## config.mk

```make
export PLATFORM = sky130hd
export DESIGN_NAME = gshare_branch_predictor
export DESIGN_NICKNAME = d
export VERILOG_FILES = /design/src/rtl/gshare_branch_predictor_pkg.sv /design/src/rtl/gshare_branch_predictor_inflight_fifo.sv /design/src/rtl/gshare_branch_predictor.sv
export SDC_FILE = /design/constraint.sdc
export NUM_CORES = 1
export LEC_CHECK = 0
export BUFFER_PORTS_ARGS = -buffer_cell sky130_fd_sc_hd__clkbuf_2
export CAP_MARGIN = 10
export CORE_ASPECT_RATIO = 0.6
export CORE_MARGIN = 10
export CORE_UTILIZATION = 28
export CTS_CLUSTER_DIAMETER = 60
export CTS_CLUSTER_SIZE = 12
export DETAILED_ROUTE_END_ITERATION = 16
export HOLD_SLACK_MARGIN = 0.1
export PLACE_DENSITY = 0.41
export SLEW_MARGIN = 20
export SYNTH_ARGS = -nofsm -noshare
export SYNTH_HDL_FRONTEND = slang
export SYNTH_SLANG_ARGS = --single-unit
export TNS_END_PERCENT = 100
```

## constraint.sdc

```tcl
create_clock -name clk -period 13.5 [get_ports clk]
set_input_delay 2.7 -clock clk [delete_from_list [all_inputs] [get_ports clk]]
set_output_delay 2.7 -clock clk [all_outputs]
set_load 0.1 [all_outputs]
```

## src/rtl/gshare_branch_predictor_pkg.sv

```systemverilog
// Shared types and sizing helpers for the gshare direction predictor.
// Queue entries are packed as {idx, pred, hist}, MSB to LSB.
package gshare_branch_predictor_pkg;

    typedef enum logic {
        StInit = 1'b0,
        StRun  = 1'b1
    } bp_state_e;

    function automatic int unsigned entry_width(input int unsigned index_bits,
                                                input int unsigned hist_bits);
        return index_bits + 1 + hist_bits;
    endfunction

    // Weakly-taken value for a counter of the given width.
    function automatic int unsigned ctr_init(input int unsigned ctr_bits);
        return 1 << (ctr_bits - 1);
    endfunction

endpackage

```

## src/rtl/gshare_branch_predictor_inflight_fifo.sv

```systemverilog
// In-flight branch queue: pointers carry one extra wrap bit to tell full from empty.
// Flush beats push; push is refused when full, pop is refused when empty.
module branch_inflight_fifo #(
    parameter int unsigned Width = 8,
    parameter int unsigned Depth = 4
) (
    input  logic             clk_i,
    input  logic             rst_i,
    input  logic             push_i,
    input  logic             pop_i,
    input  logic             flush_i,
    input  logic [Width-1:0] wdata_i,
    output logic [Width-1:0] rdata_o,
    output logic             full_o,
    output logic             empty_o
);

    localparam int unsigned AddrW = $clog2(Depth);
    localparam logic [AddrW:0] PtrOne = 1;

    logic [AddrW:0]   wr_ptr_q, wr_ptr_d;
    logic [AddrW:0]   rd_ptr_q, rd_ptr_d;
    logic [Width-1:0] mem_q [Depth];
    logic             do_push;
    logic             do_pop;

    assign empty_o = (wr_ptr_q == rd_ptr_q);
    assign full_o  = (wr_ptr_q[AddrW] != rd_ptr_q[AddrW]) &&
                     (wr_ptr_q[AddrW-1:0] == rd_ptr_q[AddrW-1:0]);
    assign do_push = push_i & ~full_o & ~flush_i;
    assign do_pop  = pop_i & ~empty_o;
    assign rdata_o = mem_q[rd_ptr_q[AddrW-1:0]];

    always_comb begin
        wr_ptr_d = wr_ptr_q;
        rd_ptr_d = rd_ptr_q;
        if (flush_i) begin
            wr_ptr_d = '0;
            rd_ptr_d = '0;
        end else begin
            if (do_push) wr_ptr_d = wr_ptr_q + PtrOne;
            if (do_pop)  rd_ptr_d = rd_ptr_q + PtrOne;
        end
    end

    always_ff @(posedge clk_i or posedge rst_i) begin
        if (rst_i) begin
            wr_ptr_q <= '0;
            rd_ptr_q <= '0;
        end else begin
            wr_ptr_q <= wr_ptr_d;
            rd_ptr_q <= rd_ptr_d;
        end
    end

    always_ff @(posedge clk_i) begin
        if (do_push) mem_q[wr_ptr_q[AddrW-1:0]] <= wdata_i;
    end

endmodule

```

## src/rtl/gshare_branch_predictor.sv

```systemverilog
// gshare direction predictor: PC XOR speculative history indexes saturating counters;
// resolved outcomes update the entry recorded at prediction time via the in-flight queue.
module gshare_branch_predictor
    import gshare_branch_predictor_pkg::*;
#(
    parameter int unsigned HIST_BITS  = 8,
    parameter int unsigned INDEX_BITS = 8,
    parameter int unsigned CTR_BITS   = 2,
    parameter int unsigned INFLIGHT   = 4,
    parameter bit          GSHARE_EN  = 1'b1
) (
    input  logic        clk,
    input  logic        reset,
    input  logic [31:0] pc_branch_addr,
    input  logic [31:0] offset,
    input  logic        branch_decode_sig,
    input  logic        branch_mem_sig,
    input  logic        actual_branch_decision,
    output logic [31:0] out_branch_addr,
    output logic        prediction,
    output logic        mispredict,
    output logic        ready,
    output logic        fifo_full
);

    localparam int unsigned TableDepth = 1 << INDEX_BITS;
    localparam int unsigned EntryW     = entry_width(INDEX_BITS, HIST_BITS);
    localparam logic [CTR_BITS-1:0] CtrInit = CTR_BITS'(ctr_init(CTR_BITS));
    localparam logic [CTR_BITS-1:0] CtrMax  = '1;

    bp_state_e             state_q, state_d;
    logic [INDEX_BITS-1:0] init_idx_q, init_idx_d;
    logic [HIST_BITS-1:0]  spec_hist_q, spec_hist_d;
    logic [HIST_BITS-1:0]  commit_hist_q, commit_hist_d;
    logic                  mispredict_q, mispredict_d;
    logic [CTR_BITS-1:0]   ctr_q [TableDepth];

    logic [INDEX_BITS-1:0] hist_ext, idx;
    logic [CTR_BITS-1:0]   rd_ctr, cur_ctr, upd_ctr;
    logic                  push, pop, mispredict_now, fifo_empty;
    logic [EntryW-1:0]     head;
    logic [INDEX_BITS-1:0] head_idx;
    logic                  head_pred;
    logic [HIST_BITS-1:0]  head_hist;
    logic                  tbl_we;
    logic [INDEX_BITS-1:0] tbl_waddr;
    logic [CTR_BITS-1:0]   tbl_wdata;

    assign out_branch_addr = pc_branch_addr + offset;
    assign ready           = (state_q == StRun);
    assign mispredict      = mispredict_q;

    always_comb begin
        hist_ext = '0;
        hist_ext[HIST_BITS-1:0] = spec_hist_q;
        idx = GSHARE_EN ? (pc_branch_addr[INDEX_BITS+1:2] ^ hist_ext) : hist_ext;
    end

    assign rd_ctr     = ctr_q[idx];
    assign prediction = ready & rd_ctr[CTR_BITS-1];

    assign head_idx  = head[EntryW-1 -: INDEX_BITS];
    assign head_pred = head[HIST_BITS];
    assign head_hist = head[HIST_BITS-1:0];

    assign push           = branch_decode_sig & ready & ~fifo_full;
    assign pop            = branch_mem_sig & ready & ~fifo_empty;
    assign mispredict_now = pop & (actual_branch_decision != head_pred);

    assign cur_ctr = ctr_q[head_idx];
    always_comb begin
        upd_ctr = cur_ctr;
        if (actual_branch_decision) begin
            if (cur_ctr != CtrMax) upd_ctr = cur_ctr + CTR_BITS'(1);
        end else begin
            if (cur_ctr != '0) upd_ctr = cur_ctr - CTR_BITS'(1);
        end
    end

    always_comb begin
        state_d    = state_q;
        init_idx_d = init_idx_q;
        tbl_we     = 1'b0;
        tbl_waddr  = init_idx_q;
        tbl_wdata  = CtrInit;
        if (state_q == StInit) begin
            tbl_we     = 1'b1;
            init_idx_d = init_idx_q + INDEX_BITS'(1);
            if (init_idx_q == '1) state_d = StRun;
        end else if (pop) begin
            tbl_we    = 1'b1;
            tbl_waddr = head_idx;
            tbl_wdata = upd_ctr;
        end
    end

    // A mispredict repair overrides the shift from a same-cycle decode.
    always_comb begin
        spec_hist_d   = spec_hist_q;
        commit_hist_d = commit_hist_q;
        if (mispredict_now) begin
            spec_hist_d = {head_hist[HIST_BITS-2:0], actual_branch_decision};
        end else if (push) begin
            spec_hist_d = {spec_hist_q[HIST_BITS-2:0], prediction};
        end
        if (pop) commit_hist_d = {commit_hist_q[HIST_BITS-2:0], actual_branch_decision};
        mispredict_d = mispredict_now;
    end

    always_ff @(posedge clk or posedge reset) begin
        if (reset) begin
            state_q       <= StInit;
            init_idx_q    <= '0;
            spec_hist_q   <= '0;
            commit_hist_q <= '0;
            mispredict_q  <= 1'b0;
        end else begin
            state_q       <= state_d;
            init_idx_q    <= init_idx_d;
            spec_hist_q   <= spec_hist_d;
            commit_hist_q <= commit_hist_d;
            mispredict_q  <= mispredict_d;
        end
    end

    always_ff @(posedge clk) begin
        if (tbl_we) ctr_q[tbl_waddr] <= tbl_wdata;
    end

    branch_inflight_fifo #(
        .Width(EntryW),
        .Depth(INFLIGHT)
    ) u_inflight (
        .clk_i  (clk),
        .rst_i  (reset),
        .push_i (push),
        .pop_i  (pop),
        .flush_i(mispredict_now),
        .wdata_i({idx, prediction, spec_hist_q}),
        .rdata_o(head),
        .full_o (fifo_full),
        .empty_o(fifo_empty)
    );

endmodule

```

==> run metrics, run 1 <==
core area=101000 um^2; share of cells above drive strength 1=between 10% and 20%; register area share after synthesis=a little over 60%; Syn Inst Count=2023; Routed Antenna Nets=0; Fin Clk Skew=0.0187 ns; first-pass GRT wire length=142000 um; worst hold path class=register to register; vias in the first global route=18.5k; Row Count=90; clk_lat worst skew=0.64 ns; Startpoint Class=input port; area delta synth->final=12.4%; grt total ovfl=0; power per standard cell area=~120 nW/um^2; hold-fix buffers at CTS=0; drt initial violations=2117; hold depth=1; final setup fails=0; largest net degree at the start of global routing=219; Req. time, crit path=10.80 ns; TNS Setup=0 ns; Post-synth EDFFs=576; CP max-delay cell=nor4b_2; Leakage=roughly 10 nW; Detailed Place HPWL=64300 um; relative slew slack=approximately 22%; CTS tree=yes; outcome=complete, no violations; IR drop worst, VDD=between 0.08 and 0.09 mV; First-pass DRT Iterations=5; antenna violations before repair=4; I/O Pins=105; cts repair resizes=0; FFs w/ async S/R, synth=under 10%; Final Core Density=32.0%; worst-path fanout max=26; mean post-synth cell area=14.2 um^2; syn_nets=2130; initial core utilization=between 20 and 30%; final worst-path setup slack=3.64 ns; top cell type's share of synthesized area=60.1%; Routability Congestion=approximately 0.81; CTS Sinks=600; routed length per placed instance=29.4 um; most common flop cell mapped by yosys=edfxtp_1; FF+latch count, synth=600; RSZ-0062 raised after global routing=false; Worst Reg-to-Reg Cells=15; worst slew pin tran=1.16 ns; Vias/cell=about 5.4; synth unique cells=72; Mapped Area=28800 um^2; H-Tree Level Count=2; pre-CTS setup slack=about 3.6 ns; Die Ht=268 um; # nets final=2203; Final period util=between 70% and 80%; die area=between 100000 and 150000 um^2; Largest stage delay, worst path=0.77 ns; via count=18.7k; drc violations=0; Port Buffers=104; Yosys top cell by area=edfxtp_1; CTS max path bufs=3; Hold Vio Cnt, Final=0; Ys Warns=0; Cell Chain, Critical Path=clkbuf_2, xor2_4, buf_4, mux4_2, mux4_2, nand3_1, o21ai_0, nor4b_2, nor3_1, clkbuf_2; Setup Buffers After CTS=0; global-route total usage across every layer=16.9%; WL final=101000 um; Final Max Tran Viols=0; Crit. End Element=output pin; Worst EP arrival=7.16 ns; top cells by area, synth=edfxtp_1 (60%), mux4_2 (11%), mux2i_1 (4.2%), nor2_1 (3.7%), nand2_1 (2.5%); fillers=9929; DIE WIDTH=about 430 um; clock slew at reported path FFs=about 0.07 ns; max-cap viol count=0; Root Driver=clkbuf_16; WHS=0.520 ns; Final min period=9.86 ns; Setup CP Type=input port to output pin; FMAX=101 MHz; CTS buffer count=55
==> cells by family after synthesis <==
kind of cell	after synthesis	share of synthesized area, %
compound gates	280	6.99
flops	600	62.2
buf+inv	145	2.54
mux	272	15.4
xor+xnor	49	1.49
fa+ha+maj	39	1.71
simple gates	638	9.69
==> where the power goes <==
group / switching (mW) / total [mW] / internal (mW)
clock network: 0.694 / 1.44 / 0.750
registers: 0 / 2.01 / 2.01
logic: 0.241 / 0.305 / 0.0644
==> worst max-delay path: cells and delay by family <==
kind                   cells  cell delay [ns]
XOR/XNOR                   1             0.76
multiplexers               2             1.08
AND/OR/NAND/NOR            3             1.19
buffers and inverters      3             1.23
AO/OA/AOI/OAI              1             0.17
==> layout by cell type, fill, tap and decap left out, types with 22 or more instances in the layout <==
master / instances
nand2_1: 187
o21ai_0: 33
a211oi_1: 59
buf_4: 38
nand3_1: 22
clkbuf_16: 57
ha_1: 37
nor2_1: 283
nor2b_1: 41
a311oi_1: 28
clkbuf_2: 104
a21oi_1: 27
mux2i_1: 122
mux4_2: 133
xnor2_1: 30
edfxtp_1: 576
dfrtp_1: 24
==> flip-flops by register name, indices dropped and copies added, names as in the netlist <==
name	flops
ready	1
ctr_q	512
mispredict	1
u_inflight.mem_q	64
hist_ext	8
u_inflight.rd_ptr_q	3
u_inflight.wr_ptr_q	3
init_idx_q	8
==> layout make-up <==
cell class	instances	area (um^2)	area share (%)
Antenna cell	1	2.50	0.00773
Tap cell	1334	1670	5.16
Clock buffer	69	1470	4.55
Timing Repair Buffer	147	905	2.80
Sequential cell	600	17900	55.3
Inverter	14	52.6	0.162
Multi-Input combinational cell	1278	10400	32.0
==> metrics by stage <==
stage                     total power, mW  cell area, um^2  std cells
after CTS                            3.79            32300       3441
after global routing                 3.88            32400       3442
after global placement               2.35            30800       3372
after floorplan                      2.29            28800       2023
after detailed placement             2.35            30900       3372
final                                3.76            32400       3443
==> cells in the mapped netlist, types with 12 or more instances <==
cell type and n:
edfxtp_1 576, nor2_1 283, nand2_1 188, mux4_2 135
mux2i_1 122, clkbuf_1 63, a211oi_1 59, nor2b_1 42
buf_2 38, nand3_1 38, ha_1 37, o21ai_0 33
xnor2_1 31, a21oi_1 28, a311oi_1 28, dfrtp_1 24
buf_4 21, a31oi_1 20, xor2_1 18, a21o_1 16
a22oi_1 16, mux2_2 15, o221ai_1 13, or3_1 13
inv_1 12
==> path summary, 6_finish.rpt <==
kind	start	endpoint	slack, ns
worst max-delay path	pc_branch_addr[2]	prediction	3.64
max in group asynchronous	reset	ready	10.96
min in group asynchronous	reset	hist_ext[3]	2.13
worst max register to register	u_inflight.rd_ptr_q[0]	ctr_q[139][0]	6.47
worst min register to register	u_inflight.rd_ptr_q[2]	u_inflight.rd_ptr_q[2]	0.52
worst min-delay path	u_inflight.rd_ptr_q[2]	u_inflight.rd_ptr_q[2]	0.52
==> layer usage <==
metal	up-vias	wire (um)	track usage, %
met1	9775	49000	25.6
met4	2	1660	2.98
met5	-	50	0.294
li1	8006	-	-
met3	113	10600	6.49
met2	766	39700	22.4
(Power assumes the default switching activity.)
==> run 2, diff against run 1 <==
--- a/config.mk
+++ b/config.mk
@@ -5,6 +5,7 @@
 export SDC_FILE = /design/constraint.sdc
 export NUM_CORES = 1
 export LEC_CHECK = 0
+export ABC_AREA = 1
 export BUFFER_PORTS_ARGS = -buffer_cell sky130_fd_sc_hd__clkbuf_2
 export CAP_MARGIN = 10
 export CORE_ASPECT_RATIO = 0.6
@@ -14,7 +15,7 @@
 export CTS_CLUSTER_SIZE = 12
 export DETAILED_ROUTE_END_ITERATION = 16
 export HOLD_SLACK_MARGIN = 0.1
-export PLACE_DENSITY = 0.41
+export PLACE_DENSITY = 0.43
 export SLEW_MARGIN = 20
 export SYNTH_ARGS = -nofsm -noshare
 export SYNTH_HDL_FRONTEND = slang
==> constraint.sdc (replaced) <==
create_clock -name clk -period 8.7 [get_ports clk]
set_input_delay 1.74 -clock clk [delete_from_list [all_inputs] [get_ports clk]]
set_output_delay 1.74 -clock clk [all_outputs]
set_load 0.1 [all_outputs]
==> run 2 against run 1 <==
Clock skew up 0.027 ns. Worst setup slack lost 2.1 ns. Synthesized cell count grew 64%. Synthesized area up 7.9%. Final area is 7.1% higher. Die area is 7.4% higher. Clock power increased by 63%. Critical endpoint unchanged. Largest cell class unchanged.
==> run metrics, run 2 <==
met1 Resource Use GR=28.9% (was 25.6%); Syn Inst Count=3326 (was 2023); Final Max Tran Viols=0 (unchanged); mean post-synth cell area=9.33 um^2 (was 14.2 um^2); count leader, synth=nand2_1 (was edfxtp_1); clk_lat worst skew=0.68 ns (was 0.64 ns); Largest stage delay, worst path=0.64 ns (was 0.77 ns); most frequent cells in the layout=nand2_1 (730), nand3_1 (598), edfxtp_1 (576) (was edfxtp_1 (576), nor2_1 (283), nand2_1 (187)); WL final=117000 um (was 101000 um); Worst EP arrival=5.41 ns (was 7.16 ns); RSZ-0062 raised after global routing=false (unchanged); drt initial violations=3066 (was 2117); Vias/cell=5.11 (was 5.42); worst-path fanout max=36 (was 26); Mapped Area=31000 um^2 (was 28800 um^2); CTS tree=yes (unchanged); top cells by area, synth=edfxtp_1 (56%), nand3_1 (9.6%), nand2_1 (9.0%), nor2_1 (3.8%), inv_1 (3.7%) (was edfxtp_1 (60%), mux4_2 (11%), mux2i_1 (4.2%), nor2_1 (3.7%), nand2_1 (2.5%)); max-cap viol count=0 (unchanged); register area share after synthesis=57.7% (was 62.2%); met3 usage in global routing=3.28% (was 6.49%); Global Route met2 Usage=24.2% (was 22.4%); vias in the first global route=23.1k (was 18.5k); Crit path top cell by count=nand3_1; Fin Clk Skew=0.0458 ns (was 0.0187 ns); top cell type's share of synthesized area=55.7% (was 60.1%); Yosys top cell by area=edfxtp_1 (unchanged); Synth top cells by count=nand2_1 (743), nand3_1 (598), edfxtp_1 (576), nor2_1 (311), inv_1 (303) (was edfxtp_1 (576), nor2_1 (283), nand2_1 (188), mux4_2 (135), mux2i_1 (122)); DIE WIDTH=450 um (was 434 um); Req. time, crit path=6.96 ns (was 10.80 ns); fillers=11.6k (was 9929); Leakage=12.9 nW (was 10.3 nW); core area=110000 um^2 (was 101000 um^2); final std cells w/o fill=4840 (was 3443); worst slew pin tran=1.02 ns (was 1.16 ns); Critical path destination=prediction (unchanged); Top reg by flops=ctr_q (unchanged); Cell Chain, Critical Path=clkbuf_2, xnor2_2, clkinv_2, buf_4, o211ai_1, nand3_1, nand3_1, nand3_1, nand3_1, nand3_1, nand3_1, nand2_1, nor2_1, clkbuf_2 (was clkbuf_2, xor2_4, buf_4, mux4_2, mux4_2, nand3_1, o21ai_0, nor4b_2, nor3_1, clkbuf_2); outcome=complete, no violations (unchanged); initial core utilization=28.3% (was 28.4%); TNS Setup=0 ns (unchanged); syn_nets=3433 (was 2130); antenna violations before repair=5 (was 4); CTS max path bufs=3 (unchanged); Setup CP Type=input port to output pin (unchanged); worst setup path startpoint=pc_branch_addr[3] (was pc_branch_addr[2]); CP max-delay cell=clkinv_2 (was nor4b_2); CTS Sinks=600 (unchanged); FMAX=approximately 140 MHz; most common flop cell mapped by yosys=edfxtp_1 (unchanged); worst hold path class=register to register (unchanged); Row Count=94 (was 90); # nets final=3432 (was 2203); Ys Warns=0 (unchanged); Final Power=6.03 mW (was 3.76 mW); clock slew at reported path FFs=0.06 ns (was 0.07 ns); Startpoint Class=input port (unchanged); Post-synth EDFFs=576 (unchanged); final setup fails=0 (unchanged); Antenna Cells=0 (was 1); DP Cell Count=4755 (was 3372); r2r setup slk=3.03 ns (was 6.47 ns); hold-fix buffers at CTS=0 (unchanged); WHS=0.555 ns (was 0.520 ns); area delta synth->final=11.6% (was 12.4%); cts repair resizes=0 (unchanged); FF+latch count, synth=600 (unchanged); Root Driver=clkbuf_16 (unchanged); I/O Pins=105 (unchanged); Final period util=82.2%; share of cells above drive strength 1=8.68% (was 18.6%); Setup Buffers After CTS=0 (unchanged); first-pass GRT wire length=170000 um (was 142000 um); power per standard cell area=174 nW/um^2 (was 116 nW/um^2); global-route total usage across every layer=17.9% (was 16.9%); Detailed Place HPWL=68800 um (was 64300 um); CTS buffer count=56 (was 55); Routed Antenna Nets=0 (unchanged); FFs w/ async S/R, synth=4.00% (unchanged); via count=24.7k (was 18.7k); max FFs per register=512 (unchanged); global routing's busiest layer=met1 (unchanged); Routability Congestion=0.826 (was 0.812); die area=125000 um^2 (was 116000 um^2); grt total ovfl=0 (unchanged); Final min period=7.15 ns; Hold Vio Cnt, Final=0 (unchanged); drc violations=0 (unchanged); Worst Reg-to-Reg Cells=17 (was 15); capturing point of the worst reg2reg path=ctr_q[124][1] (was ctr_q[139][0]); Port Buffers=104 (unchanged); First-pass DRT Iterations=6 (was 5); most common cell after layout, fill and taps aside=nand2_1 (was edfxtp_1); Die Ht=278 um (was 268 um); IR drop worst, VDD=0.138 mV (was 0.0893 mV); H-Tree Level Count=2 (unchanged); synth unique cells=47 (was 72); r2r startpoint=u_inflight.rd_ptr_q[1] (was u_inflight.rd_ptr_q[0]); routed length per placed instance=24.1 um (was 29.4 um); relative slew slack=31.7% (was 21.9%); Crit. End Element=output pin (unchanged); largest net degree at the start of global routing=167 (was 219)
## run 2: cell families after synthesis
kind of cell,Yosys count,synth area share [%]
AND/OR/NAND/NOR,1820,26.3
buffers and inverters,529,6.97
flip-flops,600,57.7
adder cells (fa/ha/maj),38,1.56
AO/OA/AOI/OAI,291,6.15
XOR/XNOR,48,1.35
## run 2: layout make-up
type / count / area (um^2) / area share [%]
multi-input cells: 2197 / 11100 / 32.1
clock inverters: 4 / 30.0 / 0.0867
flip-flops and latches: 600 / 17900 / 51.6
clock buffers: 81 / 1530 / 4.41
well taps: 1488 / 1860 / 5.37
repair buffers: 154 / 1020 / 2.95
inverters: 316 / 1190 / 3.45
## run 2: worst min path at each step
stage | depth (start not counted) | startpoint | slack, ns | to
after floorplan | 1 | init_idx_q[6] | 0.49 | init_idx_q[6]
after global placement | 1 | init_idx_q[0] | 0.54 | init_idx_q[0]
after CTS | 1 | init_idx_q[0] | 0.55 | init_idx_q[0]
after global routing | 1 | init_idx_q[5] | 0.59 | init_idx_q[5]
final | 2 | u_inflight.rd_ptr_q[2] | 0.55 | u_inflight.rd_ptr_q[2]
after detailed placement | 2 | u_inflight.rd_ptr_q[2] | 0.54 | u_inflight.rd_ptr_q[2]
## run 2: power by group
| group | total [mW] | internal, mW | switching, mW |
|---|---|---|---|
| clock network | 2.35 | 1.20 | 1.15 |
| registers | 3.12 | 3.12 | 0 |
| logic | 0.559 | 0.107 | 0.452 |
## run 2: metrics by stage
step                area, um^2  utilization (%)  worst slack (ns)
finish                   34700             31.5              1.55
global route             34700             31.5              1.40
CTS                      34700             31.5              1.57
detailed placement       33100             30.1              1.58
global placement         33100             30.1              1.64
floorplan                31000                -              1.78
## run 2: metal layers
| metal | vias to the layer above | wire [um] |
|---|---|---|
| met2 | 971 | 45600 |
| met3 | 135 | 9570 |
| li1 | 11400 | - |
| met1 | 12200 | 59300 |
| met4 | 0 | 2020 |
| met5 | - | 0 |
## run 2: critical path, delay by kind of cell
family                 cells  cell delay, ns
AND/OR/NAND/NOR            8            1.31
XOR/XNOR                   1            0.24
buffers and inverters      4            1.89
AO/OA/AOI/OAI              1            0.18
